==> src/rtl/hamming_pkg.sv <==
// hamming_pkg: flag encodings, codeword bit positions, status-byte packing and beat states shared by the decoder stages
package hamming_pkg;
  localparam logic [1:0] FLAG_NONE = 2'd0;
  localparam logic [1:0] FLAG_SEC  = 2'd1;
  localparam logic [1:0] FLAG_DED  = 2'd2;
  localparam int POS_C0    = 0;
  localparam int POS_C1    = 1;
  localparam int POS_D0    = 2;
  localparam int POS_C2    = 3;
  localparam int POS_D1    = 4;
  localparam int POS_D2    = 5;
  localparam int POS_D3    = 6;
  localparam int POS_C_ALL = 7;
  typedef enum logic {BEAT0, BEAT1} beat_e;
  function automatic logic [7:0] status_byte(input logic [2:0] loc, input logic [1:0] flag);
    return {3'b000, loc, flag};
  endfunction
endpackage

==> src/rtl/hamming_result_fifo.sv <==
// hamming_result_fifo: synchronous DEPTH x W FIFO; push while full and pop while empty are ignored
module hamming_result_fifo #(
  parameter int DEPTH = 4,
  parameter int W     = 13
) (
  input  logic         clk,
  input  logic         rst_n,
  input  logic         push,
  input  logic         pop,
  input  logic [W-1:0] din,
  output logic         full,
  output logic         empty,
  output logic [W-1:0] head
);
  localparam int AW = $clog2(DEPTH);
  logic [W-1:0]  mem_q [DEPTH];
  logic [AW-1:0] wr_q, wr_d, rd_q, rd_d;
  logic [AW:0]   cnt_q, cnt_d;
  logic          do_push, do_pop;
  always_comb begin
    full    = cnt_q == (AW+1)'(DEPTH);
    empty   = cnt_q == '0;
    do_push = push && !full;
    do_pop  = pop && !empty;
    wr_d    = wr_q + AW'(do_push);
    rd_d    = rd_q + AW'(do_pop);
    cnt_d   = cnt_q + (AW+1)'(do_push) - (AW+1)'(do_pop);
    head    = mem_q[rd_q];
  end
  always_ff @(posedge clk or negedge rst_n)
    if (!rst_n) begin
      wr_q  <= '0;
      rd_q  <= '0;
      cnt_q <= '0;
    end else begin
      wr_q  <= wr_d;
      rd_q  <= rd_d;
      cnt_q <= cnt_d;
    end
  always_ff @(posedge clk)
    if (do_push) mem_q[wr_q] <= din;
endmodule

==> src/rtl/hamming_result_buffer.sv <==
// hamming_result_buffer: buffers decoder results and emits codeword/status byte pairs.
// Define HAMMING_RESULT_CNT_EN to build the saturating SEC/DED counters.
module hamming_result_buffer
  import hamming_pkg::*;
#(
  parameter int DEPTH = 4,
  parameter int CNT_W = 8
) (
  input  logic             clk,
  input  logic             rst_n,
  input  logic             in_valid,
  output logic             in_ready,
  input  logic [7:0]       code_in,
  input  logic [3:0]       syndrome_in,
  input  logic [1:0]       error_flag_in,
  output logic             out_valid,
  input  logic             out_ready,
  output logic [7:0]       out_byte,
  output logic             out_last,
  output logic [CNT_W-1:0] sec_count,
  output logic [CNT_W-1:0] ded_count,
  output logic             overflow,
  input  logic             clr_counts
);
  logic        full, empty, pop;
  logic [12:0] head;
  beat_e       beat_q, beat_d;
  logic        overflow_q, overflow_d;
  logic        unused_syn;
  assign unused_syn = syndrome_in[3];
  hamming_result_fifo #(.DEPTH(DEPTH), .W(13)) u_fifo (
    .clk  (clk),
    .rst_n(rst_n),
    .push (in_valid),
    .pop  (pop),
    .din  ({code_in, syndrome_in[2:0], error_flag_in}),
    .full (full),
    .empty(empty),
    .head (head)
  );
  always_comb begin
    in_ready   = !full;
    out_valid  = !empty;
    pop        = out_valid && out_ready && beat_q == BEAT1;
    beat_d     = (out_valid && out_ready) ? (beat_q == BEAT0 ? BEAT1 : BEAT0) : beat_q;
    out_byte   = !out_valid ? 8'h00 : beat_q == BEAT0 ? head[12:5] : status_byte(head[4:2], head[1:0]);
    out_last   = out_valid && beat_q == BEAT1;
    overflow_d = !clr_counts && (overflow_q || (in_valid && !in_ready));
    overflow   = overflow_q;
  end
  always_ff @(posedge clk or negedge rst_n)
    if (!rst_n) begin
      beat_q     <= BEAT0;
      overflow_q <= 1'b0;
    end else begin
      beat_q     <= beat_d;
      overflow_q <= overflow_d;
    end
`ifdef HAMMING_RESULT_CNT_EN
  logic [CNT_W-1:0] sec_q, sec_d, ded_q, ded_d;
  logic             push_acc;
  always_comb begin
    push_acc = in_valid && in_ready;
    sec_d = clr_counts ? '0 : (push_acc && error_flag_in == FLAG_SEC && sec_q != '1) ? sec_q + CNT_W'(1) : sec_q;
    ded_d = clr_counts ? '0 : (push_acc && error_flag_in == FLAG_DED && ded_q != '1) ? ded_q + CNT_W'(1) : ded_q;
  end
  always_ff @(posedge clk or negedge rst_n)
    if (!rst_n) begin
      sec_q <= '0;
      ded_q <= '0;
    end else begin
      sec_q <= sec_d;
      ded_q <= ded_d;
    end
  assign sec_count = sec_q;
  assign ded_count = ded_q;
`else
  assign sec_count = '0;
  assign ded_count = '0;
`endif
endmodule

==> config.mk <==
export PLATFORM = sky130hd
export DESIGN_NAME = hamming_result_buffer
export DESIGN_NICKNAME = d
export VERILOG_FILES = /design/src/rtl/hamming_pkg.sv /design/src/rtl/hamming_result_fifo.sv /design/src/rtl/hamming_result_buffer.sv
export SDC_FILE = /design/constraint.sdc
export NUM_CORES = 1
export LEC_CHECK = 0
export CAP_MARGIN = 20
export CORE_ASPECT_RATIO = 2
export CORE_MARGIN = 2
export CORE_UTILIZATION = 50
export CTS_CLUSTER_DIAMETER = 50
export DETAILED_ROUTE_END_ITERATION = 7
export GPL_ROUTABILITY_DRIVEN = 0
export PLACE_DENSITY = 0.76
export SLEW_MARGIN = 5
export SYNTH_ARGS = -nofsm -noshare
export SYNTH_HDL_FRONTEND = slang
export SYNTH_HIERARCHICAL = 1
export SYNTH_SLANG_ARGS = --single-unit
==> constraint.sdc <==
create_clock -name clk -period 4.9 [get_ports clk]
set_clock_uncertainty 0.1 [all_clocks]
set_input_delay 0.98 -clock clk [delete_from_list [all_inputs] [get_ports clk]]
set_output_delay 0.98 -clock clk [all_outputs]
set_load 0.01 [all_outputs]
==> results.py, run 1 <==
metrics = {
    "sta": {
        "fmax_mhz": 275,
        "final_count_of_hold_timing_violations": 0,
        "report.final.setup_viol": 0,
        "grt_setup_unrepaired": "no",
        "total_negative_setup_slack_ns": 0,
        "relSlewSlack_pct": 42.6,
        "drv_slew": 0,
        "worst_slew_pin_slew_ns": 0.861,
        "hold_slack_ns": 0.425,
        "fin_crit_ns": 3.64,
        "layout_worst_path_cycle_share_pct": 74.2,
    },
    "detailed_routing": {
        "vias": 1300,
        "detail_route.iter0.violations": 39,
        "detail_route.vias_per_cell": 5.35,
        "avgRoutedWirePerCell_um": 17.9,
        "detailedRoute.firstPassIterationCount": 4,
        "drtAntennaViolNets": 0,
        "drt_drc_violations_left": 0,
        "detail_route.wirelength_um": 4340,
    },
    "yosys": {
        "synth-seq-cells": 61,
        "synthesis.yosys.warnings": 6,
        "synth_cell_area_um2": 2650,
        "synthesis.instances": 142,
        "synthFlopType": "sky130_fd_sc_hd__edfxtp_1",
        "synth_area_leaders": "sky130_fd_sc_hd__edfxtp_1, sky130_fd_sc_hd__dfrtp_1, sky130_fd_sc_hd__mux4_2",
        "cell_type_contributing_the_most_total_cell_area_after_synthesis": "sky130_fd_sc_hd__edfxtp_1",
        "share_of_async_settable_or_async_resettable_flops_after_synthesis_pct": 14.8,
        "post-synth-top-area-fraction_pct": 59.0,
        "netlist-cell-type-count": 31,
        "post_synth.cell_area_avg_um2": 18.6,
        "synth_enable_flop_cells": 52,
        "seq_area_frac_synth_pct": 67.5,
    },
    "worst_setup_path": {
        "setup.worst_path.start": "u_fifo/rd_q[0]",
        "path_cells": "mux4_1, mux2i_1, nor2_1, clkdlybuf4s50_1",
        "reg2reg_setup_slack_ns": 2.16,
        "rr_worst_depth": 10,
        "crit_family": "flip-flops",
        "cp_class": "flip-flop to primary output",
        "slowest_cp_cell": "sky130_fd_sc_hd__dfrtp_1",
        "worst_path_largest_cell_delay_ns": 0.90,
        "crit_path_arrival_time_ns": 2.56,
        "worstPathBufferInverterCount": 1,
        "timing.rr.end": "u_fifo/cnt_q[2]",
        "crit_path_start_kind": "flip-flop",
        "endpoint_kind": "primary output",
        "crit_required_ns": 3.82,
        "worstPathMaxFanout": 15,
        "r2r_path_start": "u_fifo/cnt_q[1]",
    },
    "cts": {
        "cts_hold_buffers": 0,
        "ctsResizeCount": 0,
        "ctsLongestPathBuffers": 2,
        "cts.clk_slew.worst_paths_ns": 0.06,
        "cts_setup_buffers": 0,
        "number_of_h_tree_levels": 3,
        "clock-root-buffer": "sky130_fd_sc_hd__clkbuf_8",
        "clock_insertion_delay_worst_skew_ns": 0.31,
        "cts.sink_count": 61,
        "clock_tree_from_tritoncts": "yes",
        "cts-buffers-inserted": 9,
    },
    "pwr": {
        "power_leakage_nw": 1.12,
        "internal_power_mw": 1.28,
        "pwr_density_cell_nw_per_um2": 586,
        "clock_power_share_pct": 20.4,
        "ir_worst_vdd_mv": 0.366,
        "p_seq_share_pct": 45.7,
        "pwr-share-comb_pct": 33.9,
        "switching_power_mw": 0.549,
        "swShare_pct": 30.1,
    },
    "cells_and_area": {
        "final_design_area_no_fill_um2": 3110,
        "post_route_cells_drive_above_1_share_pct": 16.2,
        "seq_area_um2": 1790,
        "final.fill_count": 405,
        "syn2layout_area_growth_pct": 17.5,
        "antennaDiodeCount": 0,
        "multi_input_comb_area_um2": 749,
        "nNetsFinal": 202,
    },
    "status": {
        "run_status": "completed",
    },
    "hold_path": {
        "hold_path_depth": 2,
        "hold_class": "flip-flop to flip-flop",
        "hold_end": "overflow",
        "critical_hold_path_startpoint": "overflow",
    },
    "run": {
        "cap_viol_max_count": 0,
    },
    "floorplan": {
        "initial_utilization_pct": 51.5,
        "number_of_top_level_design_ports": 47,
        "core_area_um2": 5140,
        "fp.dieW_um": 55.5,
        "fp.dieH_um": 107,
        "rows": 37,
        "fp.dieArea_um2": 5930,
    },
    "global_route": {
        "grt_util_all_layers_pct": 16.0,
        "grt_max_degree": 16,
        "globalRoute.totalOverflow": 0,
        "antenna_found_initial": 0,
        "first_pass_grt_wire_length_um": 6900,
        "first_global_vias": 1385,
    },
    "placement": {
        "place_area_um2": 2940,
        "post-dp-hpwl_um": 3070,
        "port_buffers": 29,
    },
}
[layout make-up]
cell class / count / area share [%]
Clock inverter: 2 / 0.281
Sequential cell: 61 / 57.4
Clock buffer: 14 / 5.23
Inverter: 3 / 0.362
Multi-Input combinational cell: 72 / 24.1
Timing Repair Buffer: 33 / 10.3
Tap cell: 58 / 2.33
[cell usage in the layout (no fill, tap or decap), types with 2 or more instances in the layout]
master and count:
sky130_fd_sc_hd__clkbuf_8 11, sky130_fd_sc_hd__mux4_1 5, sky130_fd_sc_hd__conb_1 16, sky130_fd_sc_hd__nor2_1 9, sky130_fd_sc_hd__edfxtp_1 52, sky130_fd_sc_hd__buf_4 4, sky130_fd_sc_hd__nor4bb_2 2, sky130_fd_sc_hd__clkbuf_1 3
sky130_fd_sc_hd__dfrtp_1 9, sky130_fd_sc_hd__ha_1 2, sky130_fd_sc_hd__xnor2_1 5, sky130_fd_sc_hd__inv_1 3, sky130_fd_sc_hd__clkdlybuf4s50_1 29, sky130_fd_sc_hd__mux2i_1 6, sky130_fd_sc_hd__and2_1 4, sky130_fd_sc_hd__mux4_2 8
[metrics by stage]
stage                     power (mW)  cells  util, %  setup slack, ns
after detailed placement        1.47    227     57.2             1.56
after floorplan                 1.24    157        -             1.98
after global placement          1.43    227     57.2             1.59
after global routing            1.92    243     60.6             1.10
after CTS                       1.85    243     60.6             1.21
final                           1.82    243     60.6             1.26
[flip-flops by register name (all words and copies together), names as in the netlist]
register,cells
beat_q,1
overflow,1
u_fifo/cnt_q,3
u_fifo/mem_q,52
u_fifo/rd_q,2
u_fifo/wr_q,2
[how the worst max path moves through the flow]
| stage | endpoint | slack, ns | cells past startpoint |
|---|---|---|---|
| finish | out_byte[0] | 1.26 | 4 |
| global route | out_byte[0] | 1.10 | 4 |
| CTS | out_byte[0] | 1.21 | 4 |
| detailed placement | out_byte[0] | 1.56 | 4 |
| global placement | out_byte[0] | 1.59 | 4 |
| floorplan | u_fifo/mem_q[0][0] | 1.98 | 1 |
[power by group through the flow]
| stage | combinational [mW] | clock [mW] | sequential [mW] |
|---|---|---|---|
| 2_1_floorplan | 0.481 | 0 | 0.759 |
| 3_3_place_gp | 0.602 | 0 | 0.831 |
| 3_5_place_dp | 0.624 | 0 | 0.848 |
| 4_1_cts | 0.629 | 0.383 | 0.837 |
| 5_1_grt | 0.665 | 0.401 | 0.854 |
| 6_report | 0.619 | 0.373 | 0.833 |
[worst reg2reg max path: cells and delay by family (launching register included)]
kind	cells	cell delay, ns
multiplexers	1	0.23
buffers and inverters	1	0.23
adder cells (fa/ha/maj)	2	0.59
AO/OA/AOI/OAI	1	0.15
AND/OR/NAND/NOR	3	0.55
XOR/XNOR	2	0.34
flip-flops	1	0.47
[cell usage after synthesis, types with 2 or more instances]
cell,n
sky130_fd_sc_hd__buf_4,17
sky130_fd_sc_hd__nor4bb_1,2
sky130_fd_sc_hd__nor2_1,9
sky130_fd_sc_hd__edfxtp_1,52
sky130_fd_sc_hd__buf_6,2
sky130_fd_sc_hd__ha_1,2
sky130_fd_sc_hd__dfrtp_1,9
sky130_fd_sc_hd__mux4_1,5
sky130_fd_sc_hd__inv_1,3
sky130_fd_sc_hd__mux4_2,8
sky130_fd_sc_hd__xnor2_1,5
sky130_fd_sc_hd__mux2i_1,6
sky130_fd_sc_hd__and2_1,4
[cells by family (layout without fill, tap and decap cells)]
family | after synthesis | after routing | share of synthesized area (%)
flops | 61 | 61 | 67.5
other cells | 1 | 16 | 0.142
compound gates | 5 | 5 | 1.42
buf+inv | 24 | 52 | 7.04
xor+xnor | 6 | 6 | 1.98
fa+ha+maj | 3 | 3 | 1.70
simple gates | 23 | 23 | 6.19
mux | 19 | 19 | 14.0
[routing by layer]
layer / up-vias / share of wire [%] / GRT usage [%]
li1: 594 / - / -
met1: 658 / 37 / 16.9
met2: 37 / 57 / 28.3
met3: 11 / 3.3 / 3.86
met4: 0 / 2.7 / 9.76
met5: - / 0 / 0
No activity file was read; power rests on OpenSTA's default activity.
==> inputs of run 2 (changes only) <==
--- a/config.mk
+++ b/config.mk
@@ -8,11 +8,11 @@
 export CAP_MARGIN = 20
 export CORE_ASPECT_RATIO = 2
 export CORE_MARGIN = 2
-export CORE_UTILIZATION = 50
+export CORE_UTILIZATION = 47
 export CTS_CLUSTER_DIAMETER = 50
 export DETAILED_ROUTE_END_ITERATION = 7
 export GPL_ROUTABILITY_DRIVEN = 0
-export PLACE_DENSITY = 0.76
+export PLACE_DENSITY = 0.75
 export SLEW_MARGIN = 5
 export SYNTH_ARGS = -nofsm -noshare
 export SYNTH_HDL_FRONTEND = slang
==> constraint.sdc (replaced) <==
create_clock -name clk -period 3.3 [get_ports clk]
set_clock_uncertainty 0.1 [all_clocks]
set_input_delay 0.66 -clock clk [delete_from_list [all_inputs] [get_ports clk]]
set_output_delay 0.66 -clock clk [all_outputs]
set_load 0.01 [all_outputs]
==> results.py, run 2 (synthesis gave the netlist of run 1 again) <==
metrics = {
    "cells_and_area": {
        "final_design_area_no_fill_um2": 3160,
        "top_register": "u_fifo/mem_q",
        "post_route_cells_drive_above_1_share_pct": 17.6,
        "post_layout_nonfiller_instances": 247,
        "reg.largest.list": "u_fifo/mem_q: 52 flops, u_fifo/cnt_q: 3 flops",
        "antennaDiodeCount": 0,
        "most-common-layout-cells": "sky130_fd_sc_hd__edfxtp_1, sky130_fd_sc_hd__clkdlybuf4s50_1, sky130_fd_sc_hd__conb_1",
        "syn2layout_area_growth_pct": 19.5,
        "nNetsFinal": 204,
        "final.fill_count": 431,
        "largest_register_ffs": 52,
        "mostFrequentLayoutCell": "sky130_fd_sc_hd__edfxtp_1",
    },
    "global_route": {
        "antenna_found_initial": 0,
        "first_pass_grt_wire_length_um": 6690,
        "grt_max_degree": 16,
        "grt_util_all_layers_pct": 15.3,
        "groute.layer.met2.usage_pct": 28.1,
        "globalRoute.totalOverflow": 0,
        "grt_util_met3_pct": 3.27,
        "global_route_hottest_layer": "met2",
        "grt_util_met1_pct": 14.1,
        "first_global_vias": 1376,
    },
    "floorplan": {
        "rows": 38,
        "fp.dieH_um": 110,
        "fp.dieArea_um2": 6290,
        "core_area_um2": 5420,
        "fp.dieW_um": 57.1,
        "number_of_top_level_design_ports": 47,
        "initial_utilization_pct": 48.8,
    },
    "cts": {
        "ctsLongestPathBuffers": 2,
        "cts_setup_buffers": 0,
        "clock-root-buffer": "sky130_fd_sc_hd__clkbuf_8",
        "cts.clk_slew.worst_paths_ns": 0.06,
        "clock_tree_from_tritoncts": "yes",
        "ctsResizeCount": 0,
        "clock_insertion_delay_worst_skew_ns": 0.34,
        "cts_hold_buffers": 0,
        "cts.sink_count": 61,
        "cts-buffers-inserted": 9,
        "number_of_h_tree_levels": 3,
    },
    "worst_setup_path": {
        "timing.rr.end": "u_fifo/cnt_q[2]",
        "crit_path_arrival_time_ns": 2.21,
        "rr_worst_depth": 9,
        "reg2reg_setup_slack_ns": 0.64,
        "crit_path_start_kind": "flip-flop",
        "worstPathMaxFanout": 15,
        "worst_path_largest_cell_delay_ns": 0.58,
        "crit_required_ns": 2.54,
        "cp_class": "flip-flop to primary output",
        "slowest_cp_cell": "sky130_fd_sc_hd__mux4_1",
        "r2r_path_start": "u_fifo/cnt_q[1]",
        "path_cells": "buf_4, mux4_1, mux2i_1, nor2_1, clkdlybuf4s50_1",
        "endpoint_kind": "primary output",
    },
    "detailed_routing": {
        "detail_route.iter0.violations": 64,
        "drtAntennaViolNets": 0,
        "detail_route.wirelength_um": 4390,
        "avgRoutedWirePerCell_um": 17.8,
        "detailedRoute.firstPassIterationCount": 4,
        "drt_drc_violations_left": 0,
        "vias": 1321,
        "detail_route.vias_per_cell": 5.35,
    },
    "hold_path": {
        "critical_hold_path_startpoint": "overflow",
        "hold_path_depth": 2,
        "hold_class": "flip-flop to flip-flop",
        "hold_end": "overflow",
    },
    "sta": {
        "final_count_of_hold_timing_violations": 0,
        "fin_crit_ns": 2.97,
        "drv_slew": 0,
        "worst_slew_pin_slew_ns": 0.699,
        "report.final.setup_viol": 0,
        "fmax_mhz": 337,
        "relSlewSlack_pct": 53.4,
        "layout_worst_path_cycle_share_pct": 90.0,
        "total_negative_setup_slack_ns": 0,
        "grt_setup_unrepaired": "no",
    },
    "pwr": {
        "pwr_density_cell_nw_per_um2": 901,
        "ir_worst_vdd_mv": 0.571,
        "power_leakage_nw": 1.15,
        "total_power_consumption_mw": 2.85,
    },
    "run": {
        "cap_viol_max_count": 0,
    },
    "placement": {
        "post-dp-hpwl_um": 3150,
        "place_area_um2": 2960,
        "place_inst": 231,
        "port_buffers": 29,
    },
    "status": {
        "run_status": "completed",
    },
}
run 2: changes by cell type in the layout (fill, tap and decap cells not counted), sizes merged:
cell / delta
clkbuf: -4
clkinv: +2
bufinv: +2
buf: +2
run 2: cell type report:
type	count	area, µm²	area share, %
clock buffer	10	128	4.03
clock inverter	6	77.6	2.45
multi-input combinational	72	749	23.7
inverter	3	11.3	0.356
sequential	61	1790	56.5
timing repair buffer	35	335	10.6
tap	60	75.1	2.37
run 2: power by group:
| part | internal, mW | total (mW) | switching, mW |
|---|---|---|---|
| combinational | 0.562 | 0.985 | 0.423 |
| clock | 0.417 | 0.676 | 0.259 |
| sequential | 1.04 | 1.19 | 0.152 |
| total | 2.02 | 2.85 | 0.833 |
run 2: worst max-delay path by stage:
stage	startpoint	endpoint	slack, ns	depth (start not counted)
after floorplan	in_valid	u_fifo/mem_q[0][0]	0.70	1
after global placement	out_ready	u_fifo/cnt_q[2]	0.59	6
after detailed placement	out_ready	u_fifo/cnt_q[1]	0.51	6
after CTS	u_fifo/rd_q[0]	out_byte[0]	0.27	5
after global routing	u_fifo/rd_q[0]	out_byte[4]	0.21	5
final	u_fifo/rd_q[0]	out_byte[0]	0.33	5
run 2: critical path, delay by kind of cell (launching register included):
| family | cells | cell delay [ns] |
|---|---|---|
| buffers and inverters | 2 | 0.73 |
| DFF | 1 | 0.32 |
| muxes | 2 | 0.74 |
| and+or+nand+nor | 1 | 0.06 |
run 2: metrics by stage:
stage	setup WS [ns]	util [%]	hold WS, ns
finish	0.329	58.4	0.403
CTS	0.273	58.4	0.406
floorplan	0.695	-	0.264
global route	0.205	58.4	0.465
global placement	0.585	54.6	0.387
detailed placement	0.509	54.6	0.390
run 2: per-layer routing:
layer | vias to the layer above | wire, µm
li1 | 596 | -
met1 | 669 | 1420
met2 | 40 | 2610
met3 | 16 | 176
met4 | 0 | 184
met5 | - | 0
==> inputs of run 3 (changes only) <==
--- a/config.mk
+++ b/config.mk
@@ -10,10 +10,11 @@
 export CORE_MARGIN = 2
 export CORE_UTILIZATION = 47
 export CTS_CLUSTER_DIAMETER = 50
+export CTS_CLUSTER_SIZE = 14
 export DETAILED_ROUTE_END_ITERATION = 7
 export GPL_ROUTABILITY_DRIVEN = 0
 export PLACE_DENSITY = 0.75
-export SLEW_MARGIN = 5
+export SLEW_MARGIN = 25
 export SYNTH_ARGS = -nofsm -noshare
 export SYNTH_HDL_FRONTEND = slang
 export SYNTH_HIERARCHICAL = 1
==> results of run 3 <==
No change in the layout: final DEF, timing and power equal those of run 2.
